$ cat config.mk
export PLATFORM = sky130hd
export DESIGN_NAME = hazard_ctrl
export DESIGN_NICKNAME = d
export VERILOG_FILES = /design/src/rtl/hazard_ctrl.sv
export SDC_FILE = /design/constraint.sdc
export NUM_CORES = 1
export LEC_CHECK = 0
export CAP_MARGIN = 20
export CORE_UTILIZATION = 43
export CTS_BUF_LIST = sky130_fd_sc_hd__clkbuf_8
export DETAILED_ROUTE_END_ITERATION = 7
export PLACE_DENSITY_LB_ADDON = 0.05
export SLEW_MARGIN = 10
export SYNTH_ARGS = -nofsm -noshare
export SYNTH_HDL_FRONTEND = slang
export SYNTH_SLANG_ARGS = --single-unit
$ cat constraint.sdc
create_clock -name clk -period 1.95 [get_ports clk]
set_input_delay 0.195 -clock clk [delete_from_list [all_inputs] [get_ports clk]]
set_output_delay 0.195 -clock clk [all_outputs]
set_load 0.1 [all_outputs]
$ cat src/rtl/hazard_ctrl.sv
// Pipeline hazard unit: memory-wait freeze, branch flush, load-use and RAW stalls, operand forwarding.
// Define HAZARD_FWD_EN to enable forwarding; without it RAW hazards are resolved by draining (DRAIN state).

module hazard_ctrl #(
  parameter int MEM_TIMEOUT = 255,
  parameter int CNT_W       = 16
) (
  input  logic             clk,
  input  logic             reset,
  input  logic [4:0]       D_R_1_num,
  input  logic [4:0]       D_R_2_num,
  input  logic [4:0]       E_R_1_num,
  input  logic [4:0]       E_R_2_num,
  input  logic [4:0]       E_DR_num,
  input  logic             E_MemRead,
  input  logic             E_RegWrite,
  input  logic [4:0]       M_DR_num,
  input  logic             M_RegWrite,
  input  logic             M_MemAccess,
  input  logic [4:0]       W_DR_num,
  input  logic             W_RegWrite,
  input  logic             E_PCSrc,
  input  logic             dmem_ready,
  output logic             PC_EN,
  output logic             FD_EN,
  output logic             DE_EN,
  output logic             EM_EN,
  output logic             FD_FLUSH,
  output logic             DE_FLUSH,
  output logic [1:0]       fwd_a,
  output logic [1:0]       fwd_b,
  output logic             mem_err,
  output logic [CNT_W-1:0] stall_cnt,
  output logic [CNT_W-1:0] flush_cnt
);

  typedef enum logic [1:0] {
    RUN     = 2'd0,
    MEMWAIT = 2'd1,
    DRAIN   = 2'd2
  } state_t;

  localparam logic [9:0] LP_TIMEOUT = 10'(MEM_TIMEOUT);

  state_t           r_state;
  state_t           w_state_next;
  logic [9:0]       r_wait_cnt;
  logic [9:0]       w_wait_inc;
  logic             r_mem_err;
  logic [CNT_W-1:0] r_stall_cnt;
  logic [CNT_W-1:0] r_flush_cnt;
  logic             w_freeze;
  logic             w_load_use;
  logic             w_raw_hit;

  assign w_load_use = E_MemRead && (E_DR_num != 5'd0) &&
                      ((E_DR_num == D_R_1_num) || (E_DR_num == D_R_2_num));

`ifdef HAZARD_FWD_EN
  logic w_unused_fwd;
  assign w_unused_fwd = E_RegWrite;
  assign w_raw_hit    = 1'b0;

  // Memory-stage result is younger than writeback, so it wins when both match.
  always_comb begin
    fwd_a = 2'b00;
    if (M_RegWrite && (M_DR_num != 5'd0) && (M_DR_num == E_R_1_num))      fwd_a = 2'b10;
    else if (W_RegWrite && (W_DR_num != 5'd0) && (W_DR_num == E_R_1_num)) fwd_a = 2'b01;
  end

  always_comb begin
    fwd_b = 2'b00;
    if (M_RegWrite && (M_DR_num != 5'd0) && (M_DR_num == E_R_2_num))      fwd_b = 2'b10;
    else if (W_RegWrite && (W_DR_num != 5'd0) && (W_DR_num == E_R_2_num)) fwd_b = 2'b01;
  end
`else
  logic w_unused_fwd;
  assign w_unused_fwd = ^{E_R_1_num, E_R_2_num, W_DR_num, W_RegWrite};
  assign fwd_a        = 2'b00;
  assign fwd_b        = 2'b00;

  // Writeback matches are not hazards: the register file writes before decode reads.
  assign w_raw_hit =
    ((D_R_1_num != 5'd0) && ((E_RegWrite && (D_R_1_num == E_DR_num)) ||
                             (M_RegWrite && (D_R_1_num == M_DR_num)))) ||
    ((D_R_2_num != 5'd0) && ((E_RegWrite && (D_R_2_num == E_DR_num)) ||
                             (M_RegWrite && (D_R_2_num == M_DR_num))));
`endif

  // Once waiting, only dmem_ready releases the freeze; the held M stage keeps M_MemAccess.
  assign w_freeze   = (r_state == MEMWAIT) ? !dmem_ready : (M_MemAccess && !dmem_ready);
  assign w_wait_inc = (r_wait_cnt == 10'h3FF) ? r_wait_cnt : r_wait_cnt + 10'd1;

  // NOTE: every output gets a default before the priority chain so no path infers a latch.
  always_comb begin
    PC_EN        = 1'b1;
    FD_EN        = 1'b1;
    DE_EN        = 1'b1;
    EM_EN        = 1'b1;
    FD_FLUSH     = 1'b0;
    DE_FLUSH     = 1'b0;
    w_state_next = RUN;
    if (!reset) begin
      w_state_next = RUN;
    end else if (w_freeze) begin
      PC_EN        = 1'b0;
      FD_EN        = 1'b0;
      DE_EN        = 1'b0;
      EM_EN        = 1'b0;
      w_state_next = MEMWAIT;
    end else if (E_PCSrc) begin
      FD_FLUSH     = 1'b1;
      DE_FLUSH     = 1'b1;
      w_state_next = RUN;
    end else if (w_load_use || w_raw_hit) begin
      PC_EN        = 1'b0;
      FD_EN        = 1'b0;
      DE_FLUSH     = 1'b1;
      w_state_next = w_raw_hit ? DRAIN : RUN;
    end
  end

  // NOTE: state and counters use non-blocking assignments so all registers update from pre-edge values.
  always_ff @(posedge clk or negedge reset) begin
    if (!reset) begin
      r_state     <= RUN;
      r_wait_cnt  <= '0;
      r_mem_err   <= 1'b0;
      r_stall_cnt <= '0;
      r_flush_cnt <= '0;
    end else begin
      r_state <= w_state_next;
      if ((r_state != MEMWAIT) && w_freeze) begin
        r_wait_cnt <= '0;
      end else if (r_state == MEMWAIT) begin
        r_wait_cnt <= w_wait_inc;
        if (w_wait_inc == LP_TIMEOUT) r_mem_err <= 1'b1;
      end
      if (!PC_EN && (r_stall_cnt != '1)) r_stall_cnt <= r_stall_cnt + CNT_W'(1);
      if (FD_FLUSH && (r_flush_cnt != '1)) r_flush_cnt <= r_flush_cnt + CNT_W'(1);
    end
  end

  assign mem_err   = r_mem_err;
  assign stall_cnt = r_stall_cnt;
  assign flush_cnt = r_flush_cnt;

endmodule

Yosys cells after proc, flatten, opt, wreduce, memory -nomap -nowiden
Index checks and enable logic that the tools add are counted.
{"block": "word_totals", "ff_bits": 45, "output_inout_bits": 43, "elab_cells": 67}
{"block": "op_classes", "n_addsub": 3, "n_eq_ne": 12, "mux": 22, "bitwise_logic": 1, "n_reduce_logical": 24}
{"operator": "$add 16x1->16 const B", "count": 2}
{"operator": "$ne 16x16->1 const B", "count": 2}
{"operator": "$eq 5x5->1", "count": 6}
{"operator": "$mux 10", "count": 3}
{"operator": "$reduce_bool 5->1", "count": 3}
{"operator": "$mux 1", "count": 14}
{"operator": "$logic_and 1x1->1", "count": 12}
{"operator": "$add 10x1->10 const B", "count": 1}
{"operator": "$eq 10x10->1 const B", "count": 1}
{"operator": "$eq 10x8->1 const B", "count": 1}
{"operator": "$mux 2", "count": 5}
{"operator": "$logic_or 1x1->1", "count": 5}
{"operator": "$reduce_and 3->1", "count": 1}
{"operator": "$eq 2x1->1 const B", "count": 1}
{"operator": "$logic_not 1->1", "count": 2}
{"operator": "$ne 2x1->1 const B", "count": 1}
{"operator": "$reduce_bool 2->1", "count": 1}
{"operator": "$not 1->1", "count": 1}

Longest topological paths before layout
Gate-level depths: netlist (run 1).
{"block": "logic_depth", "depth_word": 12, "ltp_mapped": 9, "depth_no_buf": 8}

Worst setup path before layout (run 1)
OpenSTA, ideal clock, no wires.
{"block": "synth_timing", "path_type": "reg2out", "start": "reg r_state[0]", "end": "out PC_EN", "t_arrival_ps": 3547, "setup_slack_ps": -1792, "path_stages_with_launch": 7, "n_path_buf": 1, "path_cell_list": "dfrtp_1 nand2b_1 a21oi_1 nand2_1 inv_1 a21oi_1 buf_4"}
{"block": "synth_via", "elab_chain_cells": 4}
{"element": "start, declared", "line": "45", "source": "state_t r_state;"}
{"element": "start signal, assigned", "line": "132", "source": "r_state <= w_state_next;"}
{"element": "$eq 2x1->1", "line": "91", "source": "assign w_freeze = (r_state == MEMWAIT) ? !dmem_ready : (M_MemAccess && !dmem_ready);"}
{"element": "$mux 1", "line": "91"}
{"element": "$mux 1 (2 in a row)"}
{"element": "end, declared", "line": "24", "source": "output logic PC_EN,"}
Every way passes these cells.

Final worst setup path (run 1)
{"block": "layout_timing", "start": "in D_R_2_num[2]", "end": "out FD_EN"}
{"block": "layout_via", "elab_chain_cells": 10, "word_cells_on_any_way": 16}
{"element": "start, declared", "line": "11", "source": "input logic [4:0] D_R_2_num,"}
{"element": "$eq 5x5->1, on equally long branches", "line": "57, 86, 87"}
{"element": "$logic_and 1x1->1, on equally long branches", "line": "86, 87"}
{"element": "$logic_or 1x1->1", "line": "86", "source": "((D_R_2_num != 5'd0) && ((E_RegWrite && (D_R_2_num == E_DR_num)) ||"}
{"element": "$logic_and 1x1->1", "line": "86"}
{"element": "$logic_or 1x1->1", "line": "85", "source": "(M_RegWrite && (D_R_1_num == M_DR_num)))) ||"}
{"element": "$logic_or 1x1->1 *", "line": "115", "source": "end else if (w_load_use || w_raw_hit) begin"}
{"element": "$mux 1 *", "line": "115"}
{"element": "$mux 1 *", "line": "111", "source": "end else if (E_PCSrc) begin"}
{"element": "$mux 1 *", "line": "105", "source": "end else if (w_freeze) begin"}
{"element": "$mux 1 *", "line": "103", "source": "if (!reset) begin"}
{"element": "end, declared", "line": "25", "source": "output logic FD_EN,"}
Mark *: on every way between the ends. The rest lies on a longest branch, timed or not.

==> results of run 1 <==
==> sequential cells by signal, summed over array words and instances, names as in the netlist <==
register and cells:
stall_cnt 16, r_wait_cnt 10, flush_cnt 16, mem_err 1, r_state 2
==> layer usage <==
layer | part of all wire | GRT usage | wire length, µm
met2 | 0.51 | 0.384 | 3430
met1 | 0.44 | 0.292 | 2950
met3 | 0.048 | 0.0389 | 323
met5 | 0 | 0 | 0
met4 | 0.011 | 0.0607 | 72
==> report_power, final <==
group	total (W)	internal (W)	switching [W]	leakage, nW
sequential	0.00118	0.00109	0.0000892	0.562
clock	0.000857	0.000516	0.000341	0.0687
combinational	0.00179	0.000576	0.00122	1.27
==> worst register-to-register path, delay by kind of cell, from the launching register on <==
kind	cells	cell delay, ps
flops	1	500
xor+xnor	1	150
compound gates	1	410
simple gates	5	680
fa+ha+maj	1	170
==> how the worst max path moves through the flow <==
stage | endpoint | startpoint | slack, ps | cells after the start
3_3_place_gp | FD_EN | D_R_2_num[1] | -560 | 8
2_1_floorplan | PC_EN | D_R_2_num[1] | -470 | 7
4_1_cts | FD_EN | D_R_1_num[2] | -180 | 8
6_report | FD_EN | D_R_2_num[2] | -170 | 8
3_5_place_dp | FD_EN | D_R_2_num[1] | -590 | 8
5_1_grt | FD_EN | D_R_2_num[3] | -230 | 8
==> cells by family after synthesis <==
kind of cell,count (synthesis),synth area share
AO/OA/AOI/OAI,43,0.112
XOR/XNOR,51,0.172
adder cells (fa/ha/maj),3,0.0144
buffers and inverters,14,0.0318
flip-flops,45,0.433
multiplexers,2,0.00867
other,1,0.00144
AND/OR/NAND/NOR,108,0.226
==> synth_stat cells, types with 2 or more instances <==
master / number / area [µm²]
dfrtp_1: 45 / 1130
xnor2_1: 44 / 385
nand4_1: 21 / 131
nand2_1: 20 / 75.1
nand3_1: 17 / 85.1
nor2_1: 14 / 52.6
a21oi_1: 12 / 60.1
and3_1: 12 / 75.1
o21ai_0: 10 / 50.1
xor2_1: 7 / 61.3
buf_4: 6 / 45.0
nor3_1: 6 / 30.0
inv_1: 5 / 18.8
o211ai_1: 5 / 37.5
and2_1: 3 / 18.8
ha_1: 3 / 37.5
o22ai_1: 3 / 18.8
a21o_1: 2 / 15.0
a32oi_1: 2 / 17.5
clkbuf_1: 2 / 7.51
mux2_2: 2 / 22.5
nand2b_1: 2 / 12.5
nor2b_1: 2 / 12.5
o21bai_1: 2 / 15.0
or4_1: 2 / 15.0
==> timing repair <==
action | 4_1_cts | 5_1_grt
hold buffers | 1 | 0
endpoints found under the hold margin | 18 | 0
pin swaps | 14 | 21
buffers inserted | 3 | 3
endpoints found under the setup margin | 20 | 15
resized for setup | 48 | 21
==> cell usage in the layout (no fill, tap or decap), types with 3 or more instances in the layout <==
master	instances
dlygate4sd2_1	7
buf_4	103
xnor2_2	6
nor3_1	3
o21ai_0	6
clkbuf_8	5
nand2_2	4
dfrtp_2	14
nand3_2	7
a21oi_1	10
dfrtp_1	15
buf_6	8
clkdlybuf4s50_1	11
o211ai_1	5
nand4_1	21
buf_2	6
o22ai_1	3
xor2_1	5
buf_12	7
nor2_1	10
nor3_2	4
dfrtp_4	16
nand2_1	15
nand3_1	11
ha_4	3
nor2_2	3
xnor2_1	38
inv_1	5
conb_1	4
and3_1	10
==> stage by stage <==
step                 util  cells  TNS [ps]  cell area, µm²  total power, W
floorplan               -    270     -3890            2840         0.00237
global placement    0.706    469     -9350            4010         0.00293
detailed placement  0.706    469    -10110            4010         0.00295
CTS                 0.741    481      -486            4200         0.00385
global route        0.761    484     -2260            4320         0.00399
finish              0.761    484      -550            4320         0.00383
==> area by class of cell <==
cell class              count  area share
repair buffers            143       0.281
flip-flops and latches     45       0.279
clock inverters             3      0.0159
clock buffers               5      0.0159
well taps                  72      0.0209
multi-input cells         211       0.383
inverters                   5     0.00435
==> results.sh, run 1 <==
export IMPL_globalRouteOverflowTotal=0
export IMPL_path_cells="buf_6 -> or4_4 -> o211ai_1 -> nor3_2 -> nor3_2 -> o21ai_2 -> a21oi_4 -> buf_12"
export IMPL_yosys_cell_types_count=43
export IMPL_grt_pass1_vias=2472
export IMPL_drv_cap=0
export IMPL_start_util=0.458
export IMPL_synth_seq_cells=45
export IMPL_die_x_um=79.7
export IMPL_relSlewSlack=0.459
export IMPL_critical_path_class="in -> out"
export IMPL_max_slew_worst_pin_slew_ps=809
export IMPL_cts_made_buffers=5
export IMPL_drt_pass1_iter_count=4
export IMPL_clk_latency_ps=300
export IMPL_synth_edf_count=0
export IMPL_hp_class="in -> async"
export IMPL_fmax_ghz=0.472
export IMPL_whs_ps=56.6
export IMPL_ir_drop_v=0.00110
export IMPL_finalSetupViolations=6
export IMPL_pwr_density_cell_mw_per_mm2=888
export IMPL_end_kind="output pin"
export IMPL_yosysSeqAreaShare=0.433
export IMPL_violations="negative setup slack"
export IMPL_drive_gt1_frac=0.510
export IMPL_core_area_mm2=0.00568
export IMPL_seq_area_mm2=0.00120
export IMPL_area_growth_pct=66.2
export IMPL_cp_top_family="simple AND/OR/NAND/NOR gates"
export IMPL_grt_max_degree=28
export IMPL_crit_arrival_ps=1930
export IMPL_antenna_found_initial=0
export IMPL_async_flop_share=1.00
export IMPL_port_buffers=66
export IMPL_drc_errors=0
export IMPL_cpMostUsedCell="nor3_2"
export IMPL_timing_final_crit_share=1.09
export IMPL_totalWireLength_um=6780
export IMPL_syn_inst=267
export IMPL_path_clk_slew_ps=90
export IMPL_setup_ws_ps=-170
export IMPL_clock_sinks=45
export IMPL_synthFlopType="dfrtp_1"
export IMPL_worstPathMaxFanout=2
export IMPL_slew_violations=0
export IMPL_multi_input_area_mm2=0.00165
export IMPL_vias=2490
export IMPL_tritoncts="done"
export IMPL_rows=27
export IMPL_skew_ps=9.17
export IMPL_hold_viol_final=0
export IMPL_period_needed_ps=2120
export IMPL_grt_util_all_layers=0.225
export IMPL_outcome="finished with violations"
export IMPL_fp_dieH_um=79.7
export IMPL_cts_buffer_depth=2
export IMPL_drtAntennaViolNets=0
export IMPL_cpMaxStageDelayCell="or4_4"
export IMPL_io_pins=87
export IMPL_yosys_warnings=0
export IMPL_rsz0062_at_grt="yes"
export IMPL_dp_worst_setup_slack_ps=-594
export IMPL_avgSynthCellArea_um2=9.73
export IMPL_fill_cells=409
export IMPL_place_congestion=0.798
export IMPL_num_antenna_cells=0
export IMPL_p_leak_nw=1.90
export IMPL_r2r_slack_ps=-60
export IMPL_dpl_hpwl_um=5050
export IMPL_r2r_start="flush_cnt[1]$_DFFE_PN0P_"
export IMPL_cts_root_buf="clkbuf_8"
export IMPL_drt_iter0_drc=89
export IMPL_r2r_end="flush_cnt[15]$_DFFE_PN0P_"
export IMPL_routed_via_density=5.14
export IMPL_start_kind="primary input"
export IMPL_dieArea_mm2=0.00636
export IMPL_layout_nets=458
export IMPL_critical_path_required_ps=1750
export IMPL_cp_slowest_stage_delay_ps=530
export IMPL_htree_levels=2
export IMPL_synth_area_mm2=0.00260
export IMPL_crit_buf_inv=2
export IMPL_rr_worst_depth=8
export IMPL_routedWlPerCell_um=14.0
export IMPL_grt_pass1_wl_um=11200
(Power assumes the default switching activity.)
==> run 2: changes to the inputs <==
--- a/config.mk
+++ b/config.mk
@@ -10,7 +10,6 @@
 export CTS_BUF_LIST = sky130_fd_sc_hd__clkbuf_8
 export DETAILED_ROUTE_END_ITERATION = 7
 export PLACE_DENSITY_LB_ADDON = 0.05
-export SLEW_MARGIN = 10
 export SYNTH_ARGS = -nofsm -noshare
 export SYNTH_HDL_FRONTEND = slang
 export SYNTH_SLANG_ARGS = --single-unit
==> results of run 2 <==
No change in the layout: final DEF, timing and power equal those of run 1.
